### src/rtl/alu_mul_seq.sv
`default_nettype none
// ============================================================================
// Module   : alu_mul_seq (and package rvcpu)
// Purpose  : Iterative shift-and-add multiplier sequencer. Produces the low
//            Width bits of req_a * req_b by issuing one ADD per cycle to the
//            shared execute-stage ALU. Operand shifting and iteration control
//            are local; the ALU only performs the accumulate.
// Ports    : clk, rst          - clock, asynchronous active-high reset
//            req_valid/ready   - request handshake, operands req_a / req_b
//            flush             - abort in-flight operation, drop pending result
//            resp_valid/ready  - response handshake, result on resp_data
//            alu_own           - this block drives the shared ALU this cycle
//            alu_op/a/b        - ALU operation and operands (op is always ADD)
//            alu_res           - combinational ALU result
// Revision : 1.0 - initial release
// ============================================================================

package rvcpu;
  typedef logic [3:0] alu_op_t;
  localparam alu_op_t ALU_ADD = 4'b0000;
endpackage

module alu_mul_seq #(
  parameter int Width = 32
) (
  input  logic             clk,
  input  logic             rst,
  input  logic             req_valid,
  output logic             req_ready,
  input  logic [Width-1:0] req_a,
  input  logic [Width-1:0] req_b,
  input  logic             flush,
  output logic             resp_valid,
  input  logic             resp_ready,
  output logic [Width-1:0] resp_data,
  output logic             alu_own,
  output rvcpu::alu_op_t   alu_op,
  output logic [Width-1:0] alu_a,
  output logic [Width-1:0] alu_b,
  input  logic [Width-1:0] alu_res
);

  localparam int CNT_W = $clog2(Width);
  localparam logic [CNT_W-1:0] CNT_LAST = CNT_W'(Width - 1);

  generate
    if (Width < 2) begin : g_width_check
      $error("alu_mul_seq: Width must be at least 2");
    end
  endgenerate

  typedef enum logic [1:0] {
    IDLE = 2'd0,
    CALC = 2'd1,
    DONE = 2'd2
  } state_t;

  state_t           state, state_nx;
  logic [Width-1:0] acc, acc_nx;
  logic [Width-1:0] mcand, mcand_nx;
  logic [Width-1:0] mplier, mplier_nx;
  logic [CNT_W-1:0] cnt, cnt_nx;
  logic [Width-1:0] mplier_shr;

  // Multiplier after this cycle's shift; when it is zero no further partial
  // products remain, which gives the early-out on small multipliers.
  assign mplier_shr = mplier >> 1;

  always_ff @(posedge clk or posedge rst) begin
    if (rst) begin
      state  <= IDLE;
      acc    <= '0;
      mcand  <= '0;
      mplier <= '0;
      cnt    <= '0;
    end else begin
      state  <= state_nx;
      acc    <= acc_nx;
      mcand  <= mcand_nx;
      mplier <= mplier_nx;
      cnt    <= cnt_nx;
    end
  end

  always_comb begin
    state_nx   = state;
    acc_nx     = acc;
    mcand_nx   = mcand;
    mplier_nx  = mplier;
    cnt_nx     = cnt;
    req_ready  = 1'b0;
    resp_valid = 1'b0;
    resp_data  = '0;
    alu_own    = 1'b0;
    alu_op     = rvcpu::ALU_ADD;
    alu_a      = '0;
    alu_b      = '0;

    case (state)
      IDLE: begin
        // A request coinciding with flush is refused outright.
        req_ready = !flush;
        if (req_valid && !flush) begin
          acc_nx    = '0;
          mcand_nx  = req_a;
          mplier_nx = req_b;
          cnt_nx    = '0;
          state_nx  = CALC;
        end
      end
      CALC: begin
        // alu_own decodes only the registered state, so the execute-stage
        // operand mux select is stable from the start of the cycle.
        alu_own   = 1'b1;
        alu_a     = acc;
        alu_b     = mcand;
        if (mplier[0]) begin
          acc_nx = alu_res;
        end
        mcand_nx  = mcand << 1;
        mplier_nx = mplier_shr;
        cnt_nx    = cnt + CNT_W'(1);
        if ((mplier_shr == '0) || (cnt == CNT_LAST)) begin
          state_nx = DONE;
        end
      end
      DONE: begin
        resp_valid = 1'b1;
        resp_data  = acc;
        if (resp_ready) begin
          state_nx = IDLE;
        end
      end
      default: begin
        state_nx = IDLE;
      end
    endcase

    // Flush overrides every state; datapath registers are left as computed.
    if (flush) begin
      state_nx = IDLE;
      cnt_nx   = '0;
    end
  end

endmodule
`default_nettype wire

### config.mk
export PLATFORM = sky130hd
export DESIGN_NAME = alu_mul_seq
export DESIGN_NICKNAME = d
export VERILOG_FILES = /design/src/rtl/alu_mul_seq.sv
export SDC_FILE = /design/constraint.sdc
export NUM_CORES = 1
export LEC_CHECK = 0
export ABC_AREA = 0
export BUFFER_PORTS_ARGS = -buffer_cell sky130_fd_sc_hd__buf_2
export CORE_MARGIN = 10
export CORE_UTILIZATION = 33
export CTS_BUF_LIST = sky130_fd_sc_hd__clkbuf_2
export DETAILED_ROUTE_END_ITERATION = 12
export SYNTH_ARGS = -nofsm -noshare
export SYNTH_HDL_FRONTEND = slang
export SYNTH_SLANG_ARGS = --single-unit
### constraint.sdc
create_clock -name clk -period 5.4 [get_ports clk]
set_clock_uncertainty 0.15 [all_clocks]
set_input_delay 0.27 -clock clk [delete_from_list [all_inputs] [get_ports clk]]
set_output_delay 0.27 -clock clk [all_outputs]
set_load 0.05 [all_outputs]
# == Yosys cells after proc, flatten, opt, wreduce, memory -nomap -nowiden ==
# Cells that the tools add are included.
# classes
n_bitwise,0
eq_ne,8
n_addsub,1
shift,0
div,0
mul,0
magnitude_cmp,0
reduce_logical,11
muxes,21
# op_table
cell,n
$mux 32,7
$pmux 32 s2,3
$logic_not 32->1,1
$mux 5,2
$pmux 5 s2,1
$ne 3x3->1 const B,3
$mux 2,4
$pmux 2 s3,1
$reduce_and 3->1,2
$add 5x1->5 const B,1
$eq 5x5->1 const B,1
$ne 2x2->1 const B,2
$reduce_and 2->1,2
$mux 1,3
$reduce_bool 3->1,1
$eq 2x1->1 const B,1
$eq 2x2->1 const B,1
$logic_not 2->1,1
$reduce_bool 2->1,1
$logic_and 1x1->1,1
$logic_not 1->1,1
$logic_or 1x1->1,1
# totals
word_cells,46
mem_count,0
mem_bits_rw,0
ff_bits,103
out_inout_bits,103
inputBits,101
rom_bits,0
latch_bits,0

# == Logic depth before layout (Yosys ltp) ==
# Gate-level depths: netlist of the first run.
# logic_depth
word_depth,5
mapped_depth,8
mapped_depth_nobuf,5

# == Least setup slack after synthesis of the first run ==
# OpenSTA, ideal clock, no wires.
# synth_path
kind,register -> output
start,reg state[1]
end,out resp_data[10]
stages_incl_launch_ff,5
path_slack_ps,3124
arrival_ps,1856
path_buffers,2
required_ps,4980
path_cell_list,dfrtp_1 buf_4 nor2b_1 clkbuf_1 and2_1
# synth_via
elab_chain_cells,2
# synth_rtl
item,line_no,rtl
start: declaration,58,"state_t state, state_nx;"
start signal: assignment,77,state <= state_nx;
$eq 2x2->1,99,case (state)
$mux 32,99,
end: declaration,35,"output logic [Width-1:0] resp_data,"
# Every way passes these cells.

# == Final worst setup path of the first run ==
# layout_path
start,reg state[1]
end,out alu_b[30]
# layout_via
elab_chain_cells,2
# layout_rtl
item,line_no,rtl
$eq 2x1->1,99,
$mux 32,99,
end: declaration,39,"output logic [Width-1:0] alu_b,"
# Every way passes these cells.

==> out/results.ini, run 1 <==
[status]
run_status=completed

[yosys]
ys.warnings.count=0
netlist_area_before_placement_um2=5200
yosysSeqAreaShare_pct=49.5
synth-edff-count=0
ys_async_sr_fraction_pct=100
ys_dominant_reg_cell=sky130_fd_sc_hd__dfrtp_1
synthDistinctLibCells=36
cell_count_after_synthesis=538
synthesis.area_per_instance_um2=9.67
synth.ff_latch_count=103

[clock_network]
clkSinkCount=103
postCtsSetupBuffers=0
clockRootBuffer=sky130_fd_sc_hd__clkbuf_2
ctsLongestPathBuffers=2
clock_buffers_created_by_tritoncts=9
cts_htree_levels=3
postCtsHoldBufs=101
clkLatencyLatePin_ns=0.60
clkSlewWorstSetupHoldPaths_ns=0.29
cts_tree=yes
cts.repair.resized=0

[power]
max-vdd-ir-drop_mv=0.128
power_density_nw_per_um2=292
static-leakage-power_nw=3.61
fin_total_pwr_mw=2.15

[placed_design]
port-buffer-count=199
dp_cells=910
globalplace.congestion=0.775
place.detailed.hpwl_mm=11.2

[timing]
final-hold-violation-count=0
fin_setup_tns_ns=0
fin_crit_sh_pct=68.0
worst_slew_pin_slew_ns=1.15
number_of_setup_violations_in_the_final_report=0
unrepaired_setup_endpoints_after_global_routing=false
period_minus_slack_ns=3.67
final-max-slew-violation-count=0
maxSlewHeadroom_pct=23.7
timing.fmax_mhz=272

[layout]
finish.cell_count_without_fillers=1029
nFillCells=1459
multi_input_comb_area_um2=2370
mostFrequentLayoutCells=sky130_fd_sc_hd__buf_2 (199), sky130_fd_sc_hd__dfrtp_1 (103), sky130_fd_sc_hd__dlygate4sd3_1 (101), sky130_fd_sc_hd__nand2_1 (97), sky130_fd_sc_hd__and2_1 (97)
finalCoreUtilization_pct=47.9
footprint_of_the_flip_flops_and_latches_um2=2580
layout_commonest_cell=sky130_fd_sc_hd__buf_2
nNetsFinal=914
drive_gt1_share_pct=27.6
area.growth.synth_to_final_pct=41.1

[worst_setup_path]
required_ns=4.98
path_class=reg2out
kind_of_start_point_of_the_critical_path=register
crit_path_end_kind=output port
worst_ep_arrival_time_ns=3.25
crit_fanout=92

[routing]
drt_pre_antenna_iters=5
routedWlPerCell_um=15.8
num_vias=4854
detailedRoute.firstIterationViolations=264
remaining_design_rule_violation_count=0
drtAntennaViolNets=0
detail_route.wirelength_mm=16.3
vias_per_cell=4.72

[global_route]
grt_start_max_net_pins=93
grt_use_total_pct=15.1
antenna_violations_before_repair=2
global_route_wire_length_before_repair_mm=26.4
globalRouteOverflowTotal=0
grt_pass1_vias=5127

[floorplan]
initial_core_util_pct=34.0
floorplan.rows=45
top_level_port_count=204
overall_die_area_um2=21200
floorplan.die.height_um=146
die_width_um=146
fp.coreArea_um2=15300

[hold_path]
hold_class=in2async

[flow_run]
cap_violations=0

sequential cells by signal (all words and copies together) (netlist names):
register  count
cnt           5
mplier       32
acc          32
mcand        32
state         2
logic make-up after synthesis:
kind of cell,Yosys count,share of synthesized area (%)
compound gates,114,13.2
other cells,1,0.0721
mux,47,9.09
flops,103,49.5
simple gates,225,22.2
fa+ha+maj,2,0.481
buf+inv,46,5.36
worst paths after layout:
kind	startpoint	endpoint	slack (ns)	depth (start not counted)
min reg2reg	mplier[22]$_DFFE_PP0P_	mplier[21]$_DFFE_PP0P_	0.38	2
max	state[1]$_DFFE_PP0P_	alu_b[30]	1.73	5
min in group clk	alu_res[30]	acc[30]$_DFFE_PP0P_	0.26	4
max in group asynchronous	rst	mplier[6]$_DFFE_PP0P_	3.83	4
max reg2reg	state[1]$_DFFE_PP0P_	mcand[9]$_DFFE_PP0P_	2.11	5
min	rst	acc[29]$_DFFE_PP0P_	0.08	3
layout make-up:
class	instances	share of cell area, %
multi-input combinational	392	32.2
antenna	2	0.0682
tap	211	3.60
sequential	103	35.1
timing repair buffer	303	27.6
clock inverter	6	0.494
inverter	2	0.153
clock buffer	10	0.682
power breakdown:
| part | internal, mW | switching (mW) |
|---|---|---|
| registers | 0.964 | 0.145 |
| logic | 0.268 | 0.453 |
| clock network | 0.0600 | 0.257 |
| total | 1.29 | 0.855 |
routing by layer:
metal  vias up  track usage (%)  share of wire (%)
li1       2363                -                  -
met1      2308             18.6                 45
met2       166             25.0                 49
met3        17             3.42                5.2
met4         0             5.66                1.7
met5         -                0                  0
critical path, cell delays in order, from the launching register on:
cell and delay (ns):
sky130_fd_sc_hd__dfrtp_1 0.70, sky130_fd_sc_hd__nand2b_4 0.28, sky130_fd_sc_hd__clkinv_2 0.37, sky130_fd_sc_hd__buf_4 0.72, sky130_fd_sc_hd__and2_1 0.27, sky130_fd_sc_hd__buf_2 0.28
metrics by stage:
step           instance area, um2  hold slack, ns  setup WS [ns]
2_1_floorplan                5210           0.237           2.28
3_3_place_gp                 6240           0.195           2.34
3_5_place_dp                 6240           0.206           2.17
4_1_cts                      7340          0.0161           1.62
5_1_grt                      7340          0.0565           1.40
6_report                     7340          0.0831           1.73
Yosys cell counts (all sizes together) (2+ instances only):
| library cell | number | area (um2) |
|---|---|---|
| dfrtp | 103 | 2580 |
| and2 | 97 | 607 |
| nand2 | 97 | 364 |
| o21ai | 74 | 370 |
| mux2i | 45 | 450 |
| buf | 31 | 221 |
| a221o | 18 | 180 |
| clkbuf | 13 | 50.0 |
| a21oi | 12 | 60.1 |
| nor2 | 11 | 43.8 |
| nor4 | 7 | 43.8 |
| o21bai | 5 | 37.5 |
| a22oi | 4 | 30.0 |
| ha | 2 | 25.0 |
| inv | 2 | 7.50 |
| mux2 | 2 | 22.5 |
| nand2b | 2 | 20.0 |
| nand4 | 2 | 12.5 |
| nor2b | 2 | 12.5 |
| nor3 | 2 | 10.0 |
Note: power is estimated with default switching activity, not from simulation.
==> inputs of run 2 (changes only) <==
- clock period: 5.4 -> 3.7 ns (I/O delays scaled with it)
==> out/results.ini, run 2 (synthesis results as in run 1) <==
[status]
run_status=completed

[layout]
top_regs=acc: 32 flops, mcand: 32 flops, mplier: 32 flops
finalCoreUtilization_pct=48.1
area.growth.synth_to_final_pct=41.6
drive_gt1_share_pct=28.0
nNetsFinal=917
nFillCells=1432
layout_commonest_cell=sky130_fd_sc_hd__buf_2
mostFrequentLayoutCells=sky130_fd_sc_hd__buf_2 (199), sky130_fd_sc_hd__dfrtp_1 (103), sky130_fd_sc_hd__dlygate4sd3_1 (101), sky130_fd_sc_hd__nand2_1 (97), sky130_fd_sc_hd__and2_1 (97)

[global_route]
grt_start_max_net_pins=92
globalRouteOverflowTotal=0
grt_pass1_vias=5212
antenna_violations_before_repair=5
global_route_wire_length_before_repair_mm=26.9
grt_use_total_pct=15.2

[power]
power.switching_mw=1.23
power_density_nw_per_um2=425
max-vdd-ir-drop_mv=0.218
pwr-share-comb_pct=33.7
static-leakage-power_nw=3.63
net_sw_share_pct=39.4
internal_power_mw=1.90
share_seq_of_total_power_pct=51.9
pwr-share-clk_pct=14.4

[timing]
final-hold-violation-count=0
unrepaired_setup_endpoints_after_global_routing=false
fin_setup_tns_ns=0
timing.fmax_mhz=324
fin_crit_sh_pct=83.4
number_of_setup_violations_in_the_final_report=0
period_minus_slack_ns=3.09
final-max-slew-violation-count=0
fin_hold_ws_ns=0.184
maxSlewHeadroom_pct=21.5
worst_slew_pin_slew_ns=1.18

[floorplan]
overall_die_area_um2=21200
floorplan.die.height_um=146
floorplan.rows=45
fp.coreArea_um2=15300
die_width_um=146
top_level_port_count=204
initial_core_util_pct=34.0

[routing]
remaining_design_rule_violation_count=0
routedWlPerCell_um=15.8
num_vias=4869
detail_route.wirelength_mm=16.3
drtAntennaViolNets=0
drt_pre_antenna_iters=4
detailedRoute.firstIterationViolations=273
vias_per_cell=4.71

[worst_setup_path]
crit_fanout=91
required_ns=3.37
worst_ep_arrival_time_ns=2.75
kind_of_start_point_of_the_critical_path=register
crit_path_end_kind=output port
path_class=reg2out

[flow_run]
cap_violations=0

[clock_network]
clkSinkCount=103
clkSlewWorstSetupHoldPaths_ns=0.27
clockRootBuffer=sky130_fd_sc_hd__clkbuf_2
cts_tree=yes
clock_buffers_created_by_tritoncts=9
ctsLongestPathBuffers=2
clkLatencyLatePin_ns=0.57
cts_htree_levels=3
cts.repair.resized=0
postCtsSetupBuffers=0
postCtsHoldBufs=101

[placed_design]
place.detailed.hpwl_mm=11.0
globalplace.congestion=0.769
port-buffer-count=199

[hold_path]
hold_class=in2async

-- run 2: cell types whose count changed in the layout (fill, tap and decap cells not counted), sizes merged --
cell,previous run,this run
clkbuf,10,12
clkinv,4,3
buf,202,205
clkinvlp,2,1
inv,2,1
diode,2,5
-- run 2: layer usage --
layer | vias to the layer above | GRT usage, % | wire length (um)
met2 | 147 | 25.1 | 7890
met5 | - | 0 | 0
met3 | 26 | 3.10 | 724
met4 | 0 | 7.03 | 367
li1 | 2376 | - | -
met1 | 2320 | 18.7 | 7320
-- run 2: area by class of cell --
| type | instances | area, um2 | area share [%] |
|---|---|---|---|
| flip-flops and latches | 103 | 2580 | 35.0 |
| multi-input cells | 392 | 2370 | 32.1 |
| repair buffers | 306 | 2050 | 27.9 |
| well taps | 211 | 264 | 3.58 |
| clock buffers | 12 | 60.1 | 0.815 |
| clock inverters | 3 | 21.3 | 0.289 |
| diodes | 5 | 12.5 | 0.170 |
| inverters | 2 | 11.3 | 0.153 |
-- run 2: metrics by stage --
| stage | std cells | area [um2] | power [mW] | worst slack, ns |
|---|---|---|---|---|
| 6_report | 1034 | 7370 | 3.13 | 0.613 |
| 5_1_grt | 1034 | 7370 | 3.36 | 0.342 |
| 4_1_cts | 1029 | 7350 | 3.18 | 0.502 |
| 3_5_place_dp | 913 | 6260 | 2.62 | 1.19 |
| 3_3_place_gp | 913 | 6260 | 2.58 | 1.31 |
| 2_1_floorplan | 541 | 5210 | 2.33 | 0.661 |
-- run 2: path summary, 6_finish.rpt --
path,startpoint,end,slack [ns],cells after the start
max,state[0]$_DFFE_PP0P_,alu_a[8],0.61,5
min,rst,mplier[7]$_DFFE_PP0P_,0.18,3
max reg2reg,state[0]$_DFFE_PP0P_,acc[13]$_DFFE_PP0P_,1.16,7
min reg2reg,mplier[5]$_DFFE_PP0P_,mplier[4]$_DFFE_PP0P_,0.38,2
max in group asynchronous,rst,acc[26]$_DFFE_PP0P_,2.20,4
min in group clk,alu_res[14],acc[14]$_DFFE_PP0P_,0.21,4
-- run 2: power by group through the flow --
| stage | combinational (mW) | sequential, mW | clock [mW] |
|---|---|---|---|
| 6_report | 1.06 | 1.62 | 0.451 |
| 2_1_floorplan | 0.769 | 1.56 | 0 |
| 4_1_cts | 1.06 | 1.62 | 0.495 |
| 3_3_place_gp | 0.955 | 1.63 | 0 |
| 5_1_grt | 1.16 | 1.66 | 0.530 |
| 3_5_place_dp | 0.981 | 1.64 | 0 |
-- run 2: worst max-delay path, cell delays in order, from the launching register on --
cell and delay [ns]:
sky130_fd_sc_hd__dfrtp_1 0.84, sky130_fd_sc_hd__nand2b_4 0.13, sky130_fd_sc_hd__clkinv_2 0.08, sky130_fd_sc_hd__buf_4 0.58, sky130_fd_sc_hd__and2_1 0.24, sky130_fd_sc_hd__buf_2 0.27
